**config.mk**
```make
export PLATFORM = sky130hd
export DESIGN_NAME = idma_legalizer_rw_axi_q
export DESIGN_NICKNAME = d
export VERILOG_FILES = /design/src/rtl/idma_legalizer_rw_axi_q.sv
export SDC_FILE = /design/constraint.sdc
export NUM_CORES = 1
export LEC_CHECK = 0
export CAP_MARGIN = 10
export CORE_MARGIN = 10
export CORE_UTILIZATION = 31
export DETAILED_ROUTE_END_ITERATION = 7
export MAX_ROUTING_LAYER = met4
export SLEW_MARGIN = 10
export SYNTH_ARGS = -nofsm -noshare
export SYNTH_HDL_FRONTEND = slang
export SYNTH_SLANG_ARGS = --single-unit
```
**constraint.sdc**
```tcl
create_clock -name clk_i -period 10.9 [get_ports clk_i]
set_input_delay 1.09 -clock clk_i [delete_from_list [all_inputs] [get_ports clk_i]]
set_output_delay 1.09 -clock clk_i [all_outputs]
set_load 0.01 [all_outputs]
```
**src/rtl/idma_legalizer_rw_axi_q.sv**
```systemverilog
// idma_legalizer_rw_axi_q
// Splits queued 1D transfers into AXI INCR read and write bursts. A burst never
// crosses a bound of min(PageSize, MaxBeats*StrbWidth) bytes. A small request
// FIFO (with a bypass when empty) lets the next transfer start without a bubble.
// Each transfer runs either coupled, where both channels split identically and
// advance together, or decoupled, where each channel splits and advances on
// its own.
//
// Ports:
//   clk_i, rst_ni            clock, asynchronous active-low reset
//   req_*                    transfer request (src, dst, length, decouple) with valid/ready
//   r_* / w_*                read / write burst: aligned addr, len, offset, tailer, last,
//                            valid/ready
//   kill_i                   abort the active transfer (the FIFO is kept)
//   busy_o                   FIFO holds a request or a transfer is active
//   r_bursts_o, w_bursts_o   accepted burst counters  (IDMA_LEGALIZER_QSTATS_EN only)
//   req_drop_o               pulse per killed active transfer (IDMA_LEGALIZER_QSTATS_EN only)
//
// Optional feature macro: IDMA_LEGALIZER_QSTATS_EN
module idma_legalizer_rw_axi_q #(
   parameter  int unsigned DataWidth = 32,
   parameter  int unsigned AddrWidth = 32,
   parameter  int unsigned LenWidth  = 32,
   parameter  int unsigned MaxBeats  = 256,
   parameter  int unsigned PageSize  = 4096,
   parameter  int unsigned ReqDepth  = 2,
   localparam int unsigned OffW      = $clog2(DataWidth / 8)
) (
   input  logic                 clk_i,
   input  logic                 rst_ni,
   input  logic [AddrWidth-1:0] req_src_addr_i,
   input  logic [AddrWidth-1:0] req_dst_addr_i,
   input  logic [LenWidth-1:0]  req_length_i,
   input  logic                 req_decouple_rw_i,
   input  logic                 req_valid_i,
   output logic                 req_ready_o,
   output logic [AddrWidth-1:0] r_addr_o,
   output logic [7:0]           r_len_o,
   output logic [OffW-1:0]      r_offset_o,
   output logic [OffW-1:0]      r_tailer_o,
   output logic                 r_last_o,
   output logic                 r_valid_o,
   input  logic                 r_ready_i,
   output logic [AddrWidth-1:0] w_addr_o,
   output logic [7:0]           w_len_o,
   output logic [OffW-1:0]      w_offset_o,
   output logic [OffW-1:0]      w_tailer_o,
   output logic                 w_last_o,
   output logic                 w_valid_o,
   input  logic                 w_ready_i,
   input  logic                 kill_i,
`ifdef IDMA_LEGALIZER_QSTATS_EN
   output logic [31:0]          r_bursts_o,
   output logic [31:0]          w_bursts_o,
   output logic                 req_drop_o,
`endif
   output logic                 busy_o
);

   localparam int unsigned StrbWidth  = DataWidth / 8;
   localparam int unsigned BurstBytes = MaxBeats * StrbWidth;
   localparam int unsigned Bound      = (PageSize < BurstBytes) ? PageSize : BurstBytes;
   localparam int unsigned BoundW     = $clog2(Bound);
   localparam int unsigned NW         = BoundW + 1;
   localparam int unsigned CmpW       = (LenWidth > NW) ? LenWidth : NW;
   localparam int unsigned SumW       = NW + 2;
   localparam int unsigned BeatW      = SumW - OffW;
   localparam int unsigned PtrW       = (ReqDepth > 1) ? $clog2(ReqDepth) : 1;
   localparam int unsigned CntW       = $clog2(ReqDepth + 1);

   // Chunk size: min(remaining bytes, bytes to the next bound)
   function automatic logic [NW-1:0] clamp_len(input logic [LenWidth-1:0] rem,
                                               input logic [NW-1:0]       lim);
      return (CmpW'(rem) < CmpW'(lim)) ? NW'(rem) : lim;
   endfunction

   // AXI len (beats-1); a zero-byte chunk is still issued as a single beat
   function automatic logic [7:0] beats_m1(input logic [OffW-1:0] off,
                                           input logic [NW-1:0]   n);
      logic [SumW-1:0]  sum;
      logic [BeatW-1:0] beats;
      sum   = SumW'(off) + SumW'(n) + SumW'(StrbWidth - 1);
      beats = sum[SumW-1:OffW];
      if (n == '0) return 8'd0;
      return 8'(beats - BeatW'(1));
   endfunction

   function automatic logic [PtrW-1:0] ptr_inc(input logic [PtrW-1:0] p);
      return (p == PtrW'(ReqDepth - 1)) ? '0 : p + PtrW'(1);
   endfunction

   // ---------------------------------------------------------------- request FIFO
   logic [AddrWidth-1:0] q_src [ReqDepth];
   logic [AddrWidth-1:0] q_dst [ReqDepth];
   logic [LenWidth-1:0]  q_len [ReqDepth];
   logic                 q_dec [ReqDepth];
   logic [PtrW-1:0]      rd_ptr_q, wr_ptr_q;
   logic [CntW-1:0]      count_q;

   logic                 fifo_empty, push, pop, wr_en, head_valid, load;
   logic [AddrWidth-1:0] head_src, head_dst;
   logic [LenWidth-1:0]  head_len;
   logic                 head_dec;

   assign fifo_empty  = (count_q == '0);
   assign req_ready_o = (count_q != CntW'(ReqDepth));
   assign push        = req_valid_i & req_ready_o;
   // An empty FIFO hands the incoming request straight to the machines
   assign head_valid  = !fifo_empty | push;
   assign head_src    = fifo_empty ? req_src_addr_i    : q_src[rd_ptr_q];
   assign head_dst    = fifo_empty ? req_dst_addr_i    : q_dst[rd_ptr_q];
   assign head_len    = fifo_empty ? req_length_i      : q_len[rd_ptr_q];
   assign head_dec    = fifo_empty ? req_decouple_rw_i : q_dec[rd_ptr_q];
   assign pop         = load & !fifo_empty;
   assign wr_en       = push & !(load & fifo_empty);

   always_ff @(posedge clk_i or negedge rst_ni) begin
      if (!rst_ni) begin
         rd_ptr_q <= '0;
         wr_ptr_q <= '0;
         count_q  <= '0;
         for (int i = 0; i < int'(ReqDepth); i++) begin
            q_src[i] <= '0;
            q_dst[i] <= '0;
            q_len[i] <= '0;
            q_dec[i] <= 1'b0;
         end
      end else begin
         if (wr_en) begin
            q_src[wr_ptr_q] <= req_src_addr_i;
            q_dst[wr_ptr_q] <= req_dst_addr_i;
            q_len[wr_ptr_q] <= req_length_i;
            q_dec[wr_ptr_q] <= req_decouple_rw_i;
            wr_ptr_q        <= ptr_inc(wr_ptr_q);
         end
         if (pop) rd_ptr_q <= ptr_inc(rd_ptr_q);
         count_q <= count_q + CntW'(wr_en) - CntW'(pop);
      end
   end

   // ---------------------------------------------------------------- split machines
   logic                 r_active_q, r_active_d, w_active_q, w_active_d, dec_q, dec_d;
   logic [AddrWidth-1:0] r_addr_q, r_addr_d, w_addr_q, w_addr_d;
   logic [LenWidth-1:0]  r_rem_q, r_rem_d, w_rem_q, w_rem_d;

   logic [NW-1:0]   r_tob, w_tob, r_n_own, w_n_own, n_cpl, r_n, w_n;
   logic [OffW-1:0] r_off, w_off;
   logic            r_last, w_last, r_fire, w_fire, r_end, w_end, r_done, w_done;

   assign r_tob   = NW'(Bound) - NW'(r_addr_q[BoundW-1:0]);
   assign w_tob   = NW'(Bound) - NW'(w_addr_q[BoundW-1:0]);
   assign r_n_own = clamp_len(r_rem_q, r_tob);
   assign w_n_own = clamp_len(w_rem_q, w_tob);
   // Coupled: both channels share rem, so the common chunk is the smaller own chunk
   assign n_cpl   = (r_n_own < w_n_own) ? r_n_own : w_n_own;
   assign r_n     = dec_q ? r_n_own : n_cpl;
   assign w_n     = dec_q ? w_n_own : n_cpl;
   assign r_off   = r_addr_q[OffW-1:0];
   assign w_off   = w_addr_q[OffW-1:0];
   assign r_last  = (CmpW'(r_rem_q) == CmpW'(r_n));
   assign w_last  = (CmpW'(w_rem_q) == CmpW'(w_n));

   assign r_fire  = r_active_q & r_ready_i & (dec_q | w_ready_i);
   assign w_fire  = w_active_q & w_ready_i & (dec_q | r_ready_i);
   assign r_end   = !r_active_q | (r_fire & r_last);
   assign w_end   = !w_active_q | (w_fire & w_last);
   assign r_done  = r_end | kill_i;
   assign w_done  = w_end | kill_i;
   assign load    = head_valid & r_done & w_done;

   assign r_addr_o   = {r_addr_q[AddrWidth-1:OffW], OffW'(0)};
   assign r_len_o    = beats_m1(r_off, r_n);
   assign r_offset_o = r_off;
   assign r_tailer_o = r_off + r_n[OffW-1:0];
   assign r_last_o   = r_active_q & r_last;
   assign r_valid_o  = r_active_q;
   assign w_addr_o   = {w_addr_q[AddrWidth-1:OffW], OffW'(0)};
   assign w_len_o    = beats_m1(w_off, w_n);
   assign w_offset_o = w_off;
   assign w_tailer_o = w_off + w_n[OffW-1:0];
   assign w_last_o   = w_active_q & w_last;
   assign w_valid_o  = w_active_q;
   assign busy_o     = !fifo_empty | r_active_q | w_active_q;

   // Next state: load a new transfer, else advance on handshake; kill idles both
   always_comb begin
      r_active_d = r_active_q;
      w_active_d = w_active_q;
      dec_d      = dec_q;
      r_addr_d   = r_addr_q;
      w_addr_d   = w_addr_q;
      r_rem_d    = r_rem_q;
      w_rem_d    = w_rem_q;
      if (load) begin
         r_active_d = 1'b1;
         w_active_d = 1'b1;
         dec_d      = head_dec;
         r_addr_d   = head_src;
         w_addr_d   = head_dst;
         r_rem_d    = head_len;
         w_rem_d    = head_len;
      end else begin
         if (r_fire) begin
            r_addr_d = r_addr_q + AddrWidth'(r_n);
            r_rem_d  = r_rem_q - LenWidth'(r_n);
            if (r_last) r_active_d = 1'b0;
         end
         if (w_fire) begin
            w_addr_d = w_addr_q + AddrWidth'(w_n);
            w_rem_d  = w_rem_q - LenWidth'(w_n);
            if (w_last) w_active_d = 1'b0;
         end
         if (kill_i) begin
            r_active_d = 1'b0;
            w_active_d = 1'b0;
         end
      end
   end

   always_ff @(posedge clk_i or negedge rst_ni) begin
      if (!rst_ni) begin
         r_active_q <= 1'b0;
         w_active_q <= 1'b0;
         dec_q      <= 1'b0;
         r_addr_q   <= '0;
         w_addr_q   <= '0;
         r_rem_q    <= '0;
         w_rem_q    <= '0;
      end else begin
         r_active_q <= r_active_d;
         w_active_q <= w_active_d;
         dec_q      <= dec_d;
         r_addr_q   <= r_addr_d;
         w_addr_q   <= w_addr_d;
         r_rem_q    <= r_rem_d;
         w_rem_q    <= w_rem_d;
      end
   end

   // ---------------------------------------------------------------- statistics
`ifdef IDMA_LEGALIZER_QSTATS_EN
   always_ff @(posedge clk_i or negedge rst_ni) begin
      if (!rst_ni) begin
         r_bursts_o <= '0;
         w_bursts_o <= '0;
         req_drop_o <= 1'b0;
      end else begin
         r_bursts_o <= r_bursts_o + 32'(r_fire);
         w_bursts_o <= w_bursts_o + 32'(w_fire);
         // A kill only drops something if the transfer would not end this cycle anyway
         req_drop_o <= kill_i & !(r_end & w_end);
      end
   end
`else
   // Statistics counters are not built in this configuration.
`endif

endmodule

```
==> summary.md, run 1 <==
| Metric | Value |
|---|---|
| Stage delay of the slowest cell on the critical path | `510 ps` |
| Count of standard-cell rows | `95` |
| WL final | `73600 um` |
| Root cell of the clock tree | `clkbuf_16` |
| Synthesis Warnings | `0` |
| Most used standard cells in the synthesized netlist | `dfrtp_1 (329), mux2_2 (218), a21oi_1 (203)` |
| Launch instance of the worst register-to-register path | `w_addr_q[0]` |
| Fraction of layout instances using a drive strength above 1 | `17.4%` |
| TritonCTS clock tree | `done` |
| Drt pass-1 iters | `6` |
| Maximum number of pins on one net before global-route repair | `between 80 and 90` |
| Number of hold violations in the final report | `0` |
| Remaining global-route overflow | `0` |
| Clock skew | `roughly 27 ps` |
| Cell taking the most area after synthesis | `dfrtp_1` |
| Bufs and invs on worst path | `5` |
| Outcome | `finished, final reports clean` |
| Finished Core Util | `38.3%` |
| Nature of the critical path endpoint | `output port` |
| Number of flops mapped to enable cells by yosys | `0` |
| Buffers from clock root to sink, at most | `3` |
| Slew Limit Headroom | `20.3%` |
| Cell with the most instances after synthesis | `dfrtp_1` |
| Most frequently used flop master after synthesis | `dfrtp_1` |
| Wire length per cell after detailed routing | `22.6 um` |
| Synth top area share | `roughly two fifths` |
| Count of final setup violators | `0` |
| Antenna-violating nets left | `0` |
| Detailed-placement wirelength estimate | `54100 um` |
| Met2 Track Usage GR | `28.4%` |
| Synthesis-to-finish area growth | `21.7%` |
| Seq cells post-synth | `329` |
| Most used cell along the critical path | `ha_1` |
| Post-CTS Hold Buffers | `0` |
| Layer carrying the most global-route usage | `met2` |
| Cells after synthesis | `2155` |
| TritonCTS buffer count | `41` |
| Core Box Area | `around 0.067 mm2` |
| RSZ-0062 raised after global routing | `false` |
| Capturing instance or port of the critical path | `w_len_o[5]` |
| Final routed DRC violation total | `0` |
| Family of cells with the greatest summed delay on the critical path | `simple AND/OR/NAND/NOR gates` |
| Initial DRC Count | `1494` |
| Crit path DAT | `between 9000 and 10000 ps` |
| Final-layout fill cell count | `6517` |
| Io pins | `197` |
| Worst Setup Path Type | `reg2out` |
| Worst-path fanout max | `20` |
| Async S/R FF share, synth | `100%` |
| Worst r2r dst | `w_rem_q[2]` |
| Critical-path top delay cell | `dfrtp_1` |
| Die outline height | `between 200 and 300 um` |
| Tot GR Track Use | `a little under a fifth` |
| Global routing met3 resource utilization | `approximately 4.9%` |
| Post-route minimum period | `10400 ps` |
| Width of the die | `approximately 280 um` |
| Max-cap violations | `0` |
| Required @ worst endpoint | `9810 ps` |
| Clock Latency Late Sink | `570 ps` |
| Sum Neg Setup Slack | `0 ps` |
| Type of origin of the critical path | `register` |
| Number of sinks on the clock net | `roughly 330` |
| Final nets | `around 2500` |
| Fmax | `96.1 MHz` |
| FF-to-FF path depth | `30` |
| First-pass GRT wire length | `approximately 110000 um` |
| Post-synthesis instance area | `0.0212 mm2` |
| Synth area leaders | `dfrtp_1 (39%), mux2_2 (12%), mux2i_1 (5.4%)` |
| Sequential area share after synthesis | `around two fifths` |
| Number of antenna violations at the first check in global routing | `12` |
| I/O Buffers | `between 150 and 200` |
| Max Transition Viols Final | `0` |
| Final RePlAce weighted congestion | `approximately 0.9` |
| Maximum level of the CTS H-tree | `2` |
| Setup slack, reg-to-reg | `970 ps` |
| Slew of the pin with the lowest slew margin | `1180 ps` |
| Count of cell types in the netlist | `95` |
| Total vias in the final route | `roughly 18000` |
| Worst min-delay path class | `reg2reg` |
| Mean instance size in the synthesized netlist | `9.83 um2` |
| Stages on worst setup path | `30` |
| Via-to-Cell Ratio | `5.55` |
| Area of the die | `approximately 0.08 mm2` |
| Crit share post-route | `95.4%` |
| Number of stages on the worst hold path | `1` |
| Starting density of the core | `a little under a third` |
| Vias in the first global route | `18289` |
| Worst setup path start | `w_addr_q[0]` |
| Met1 Track Usage GR | `about 25%` |
| Clock-pin slew on the worst setup and hold paths | `60 ps` |
## registers in the layout, indices dropped and copies added (netlist names), 2 cells and up
name / cells
q_dst: 64
q_len: 64
q_src: 64
r_addr_q: 32
r_rem_q: 32
w_addr_q: 32
w_rem_q: 32
count_q: 2
q_dec: 2
## timing repair
item | 4_1_cts | 5_1_grt
gates resized for setup | 2 | 9
setup endpoints to repair | 1 | 7
buffers inserted | 0 | 9
endpoints found under the hold margin | 0 | 0
pin swaps | 0 | 3
## cell type report
class	count	area (um2)	share of cell area, %
multi-input cells	1615	12100	47.0
flip-flops and latches	329	8240	31.9
repair buffers	257	2520	9.78
clock buffers	62	1240	4.83
well taps	873	1090	4.24
inverters	96	360	1.40
clock inverters	12	178	0.689
diodes	10	25.0	0.0971
## through the flow
step | instances | cell area (um2) | hold slack (ps) | setup WS, ps
floorplan | 2158 | 21200 | 468 | 2040
global placement | 3160 | 24200 | 484 | 646
detailed placement | 3161 | 24200 | 492 | 599
CTS | 3235 | 25600 | 506 | 62.5
global route | 3254 | 25800 | 514 | 47.5
finish | 3254 | 25800 | 502 | 499
## cell usage in the layout (no fill, tap or decap), drive strengths merged, types with 66 or more instances in the layout
master / n
clkdlybuf4s50: 191
dfrtp: 329
a21oi: 203
mux2i: 117
mux2: 220
nor2: 154
o21ai: 129
ha: 85
inv: 100
nand2: 115
buf: 66
## how the worst min path moves through the flow
stage              start   endpoint
2_1_floorplan   wr_ptr_q   wr_ptr_q
6_report       q_dst[63]  q_dst[63]
4_1_cts        q_dst[63]  q_dst[63]
5_1_grt        q_len[50]  q_len[50]
3_3_place_gp   q_dst[22]  q_dst[22]
3_5_place_dp   q_dst[63]  q_dst[63]
## logic make-up after synthesis
group                      count (synthesis)  synth area share (%)
AOI/OAI and AO/OA                        608                  18.8
xor gates and xnor gates                  72                  3.05
adders and majority gates                 91                  5.59
buffers and inverters                    214                  4.36
DFF                                      329                  38.9
muxes                                    338                  17.4
other                                      1                0.0177
and+or+nand+nor                          502                  11.8
## metal layers
metal / share of wire, % / vias to the layer above
met5: 0 / -
met4: 2.1 / 0
met3: 8.0 / 114
met2: 44 / 588
met1: 45 / 9043
li1: - / 8315
Power of run 1 is left out: the tool's default activity adds up to more than one toggle a clock period on the data nets, which glitch-free logic cannot reach.
==> run 2, diff against run 1 <==
--- a/config.mk
+++ b/config.mk
@@ -9,6 +9,7 @@
 export CORE_MARGIN = 10
 export CORE_UTILIZATION = 31
 export DETAILED_ROUTE_END_ITERATION = 7
+export GPL_ROUTABILITY_DRIVEN = 0
 export MAX_ROUTING_LAYER = met4
 export SLEW_MARGIN = 10
 export SYNTH_ARGS = -nofsm -noshare
==> run 2 against run 1 <==
Critical path depth shrank 2. Die area is the same. Flip-flop and latch count is the same. Routed wire length shrank 4.0%. Worst setup slack gained 86 ps. Utilization shrank 0.48 points. Clock skew grew 7.4 ps. Sequential share of layout area grew 0.41 points. Non-clock buffer count shrank 18. Hold slack gained 0.81 ps. Highest routed layer unchanged.
==> summary.md, run 2 (synthesis gave the netlist of run 1 again) <==
| Metric | Value |
|---|---|
| Nature of the critical path endpoint | `output port` |
| Count of final setup violators | `0` |
| Synthesis-to-finish area growth | `20.2%` |
| TritonCTS clock tree | `done` |
| Required @ worst endpoint | `a little under 10000 ps` |
| FF-to-FF path depth | `31` |
| Starting density of the core | `31.4%` |
| Count of standard-cell rows | `95` |
| Worst setup path start | `w_addr_q[0]` |
| Area of the die | `0.0792 mm2` |
| Die outline height | `281 um` |
| Critical-path top delay cell | `clkdlybuf4s50_1` |
| Maximum number of pins on one net before global-route repair | `110` |
| Fraction of layout instances using a drive strength above 1 | `16.6%` |
| Final routed DRC violation total | `0` |
| Top Registers | `q_dst: 64 flops, q_len: 64 flops, q_src: 64 flops` |
| Type of origin of the critical path | `register` |
| Max-cap violations | `0` |
| WL final | `a little over 70000 um` |
| Total vias in the final route | `18056` |
| Crit share post-route | `94.6%` |
| Most used cell along the critical path | `ha_1` |
| Post-route minimum period | `10320 ps` |
| TritonCTS buffer count | `41` |
| Tot GR Track Use | `18.0%` |
| Initial DRC Count | `1439` |
| Width of the die | `281 um` |
| Finished Core Util | `37.8%` |
| RSZ-0062 raised after global routing | `false` |
| Max Transition Viols Final | `0` |
| Launch instance of the worst register-to-register path | `w_addr_q[0]` |
| Wire length per cell after detailed routing | `21.9 um` |
| Final nets | `2516` |
| Worst-path fanout max | `13` |
| Drt pass-1 iters | `5` |
| Setup slack, reg-to-reg | `roughly 1100 ps` |
| Io pins | `197` |
| Stage delay of the slowest cell on the critical path | `around 580 ps` |
| Clock skew | `34.2 ps` |
| Maximum level of the CTS H-tree | `2` |
| Via-to-Cell Ratio | `5.59` |
| Number of sinks on the clock net | `approximately 330` |
| Outcome | `finished, final reports clean` |
| Worst min-delay path class | `reg2reg` |
| First-pass GRT wire length | `109000 um` |
| Detailed-placement wirelength estimate | `50700 um` |
| I/O Buffers | `192` |
| Post-CTS Hold Buffers | `0` |
| Antenna-violating nets left | `0` |
| Number of antenna violations at the first check in global routing | `9` |
| Crit path DAT | `9230 ps` |
| Number of hold violations in the final report | `0` |
| Worst Setup Path Type | `reg2out` |
| Core Box Area | `0.0674 mm2` |
| Clock-pin slew on the worst setup and hold paths | `50 ps` |
| Remaining global-route overflow | `0` |
| Buffers from clock root to sink, at most | `3` |
| Capturing instance or port of the critical path | `w_len_o[7]` |
| Most used cells in the layout excluding fill and tap cells | `dfrtp_1 (328), mux2_2 (218), a21oi_1 (202)` |
| Slew Limit Headroom | `31.8%` |
| Fmax | `96.9 MHz` |
| Worst r2r dst | `r_rem_q[2]` |
| Sum Neg Setup Slack | `0 ps` |
| Slew of the pin with the lowest slew margin | `1020 ps` |
| Clock Latency Late Sink | `590 ps` |
| Vias in the first global route | `18283` |
| Most common library cell in the layout ignoring fill and taps | `dfrtp_1` |
| Root cell of the clock tree | `clkbuf_16` |
## run 2: layout make-up
type,instances,area (um2)
well taps,873,1090
inverters,96,360
clock buffers,59,1190
multi-input cells,1615,12100
fillers,6495,41900
repair buffers,239,2330
flip-flops and latches,329,8240
diodes,10,25.0
clock inverters,9,98.8
## run 2: how the worst min path moves through the flow
stage | from | to | slack [ps] | cells after the start
2_1_floorplan | wr_ptr_q | wr_ptr_q | 470 | 1
3_3_place_gp | q_src[3] | q_src[3] | 480 | 1
3_5_place_dp | q_dst[49] | q_dst[49] | 490 | 1
4_1_cts | q_dst[49] | q_dst[49] | 500 | 1
5_1_grt | q_src[8] | q_src[8] | 510 | 1
6_report | q_len[41] | q_len[41] | 500 | 1
## run 2: layer usage
metal  vias to the layer above  part of all wire [%]  GRT usage, %
met4                         0                   2.0          4.26
met2                       629                    46          28.2
met5                         -                     0             -
li1                       8270                     -             -
met3                       112                   7.7          3.87
met1                      9045                    45          23.4
## run 2: metrics by stage
stage / area [um2] / instances / worst slack, ps / hold WS, ps
after floorplan: 21200 / 2158 / 2040 / 468
after global placement: 24000 / 3144 / 1130 / 484
after detailed placement: 24000 / 3144 / 706 / 492
after CTS: 25300 / 3212 / 63.7 / 504
after global routing: 25500 / 3229 / 53.5 / 512
final: 25500 / 3230 / 585 / 503
## run 2: critical path: cells and delay by family, from the launching register on
kind            cells  cell delay [ps]
compound gates      9             2340
fa+ha+maj           5             1500
xor+xnor            1              220
mux                 3             1250
buf+inv             3              990
flops               1              500
simple gates        7             1830
## run 2: timing repair
item                                    4_1_cts  5_1_grt
buffers inserted                              0        8
endpoints found under the setup margin        0       10
gates resized for setup                       0       10
Power of run 2 is left out for the same reason.
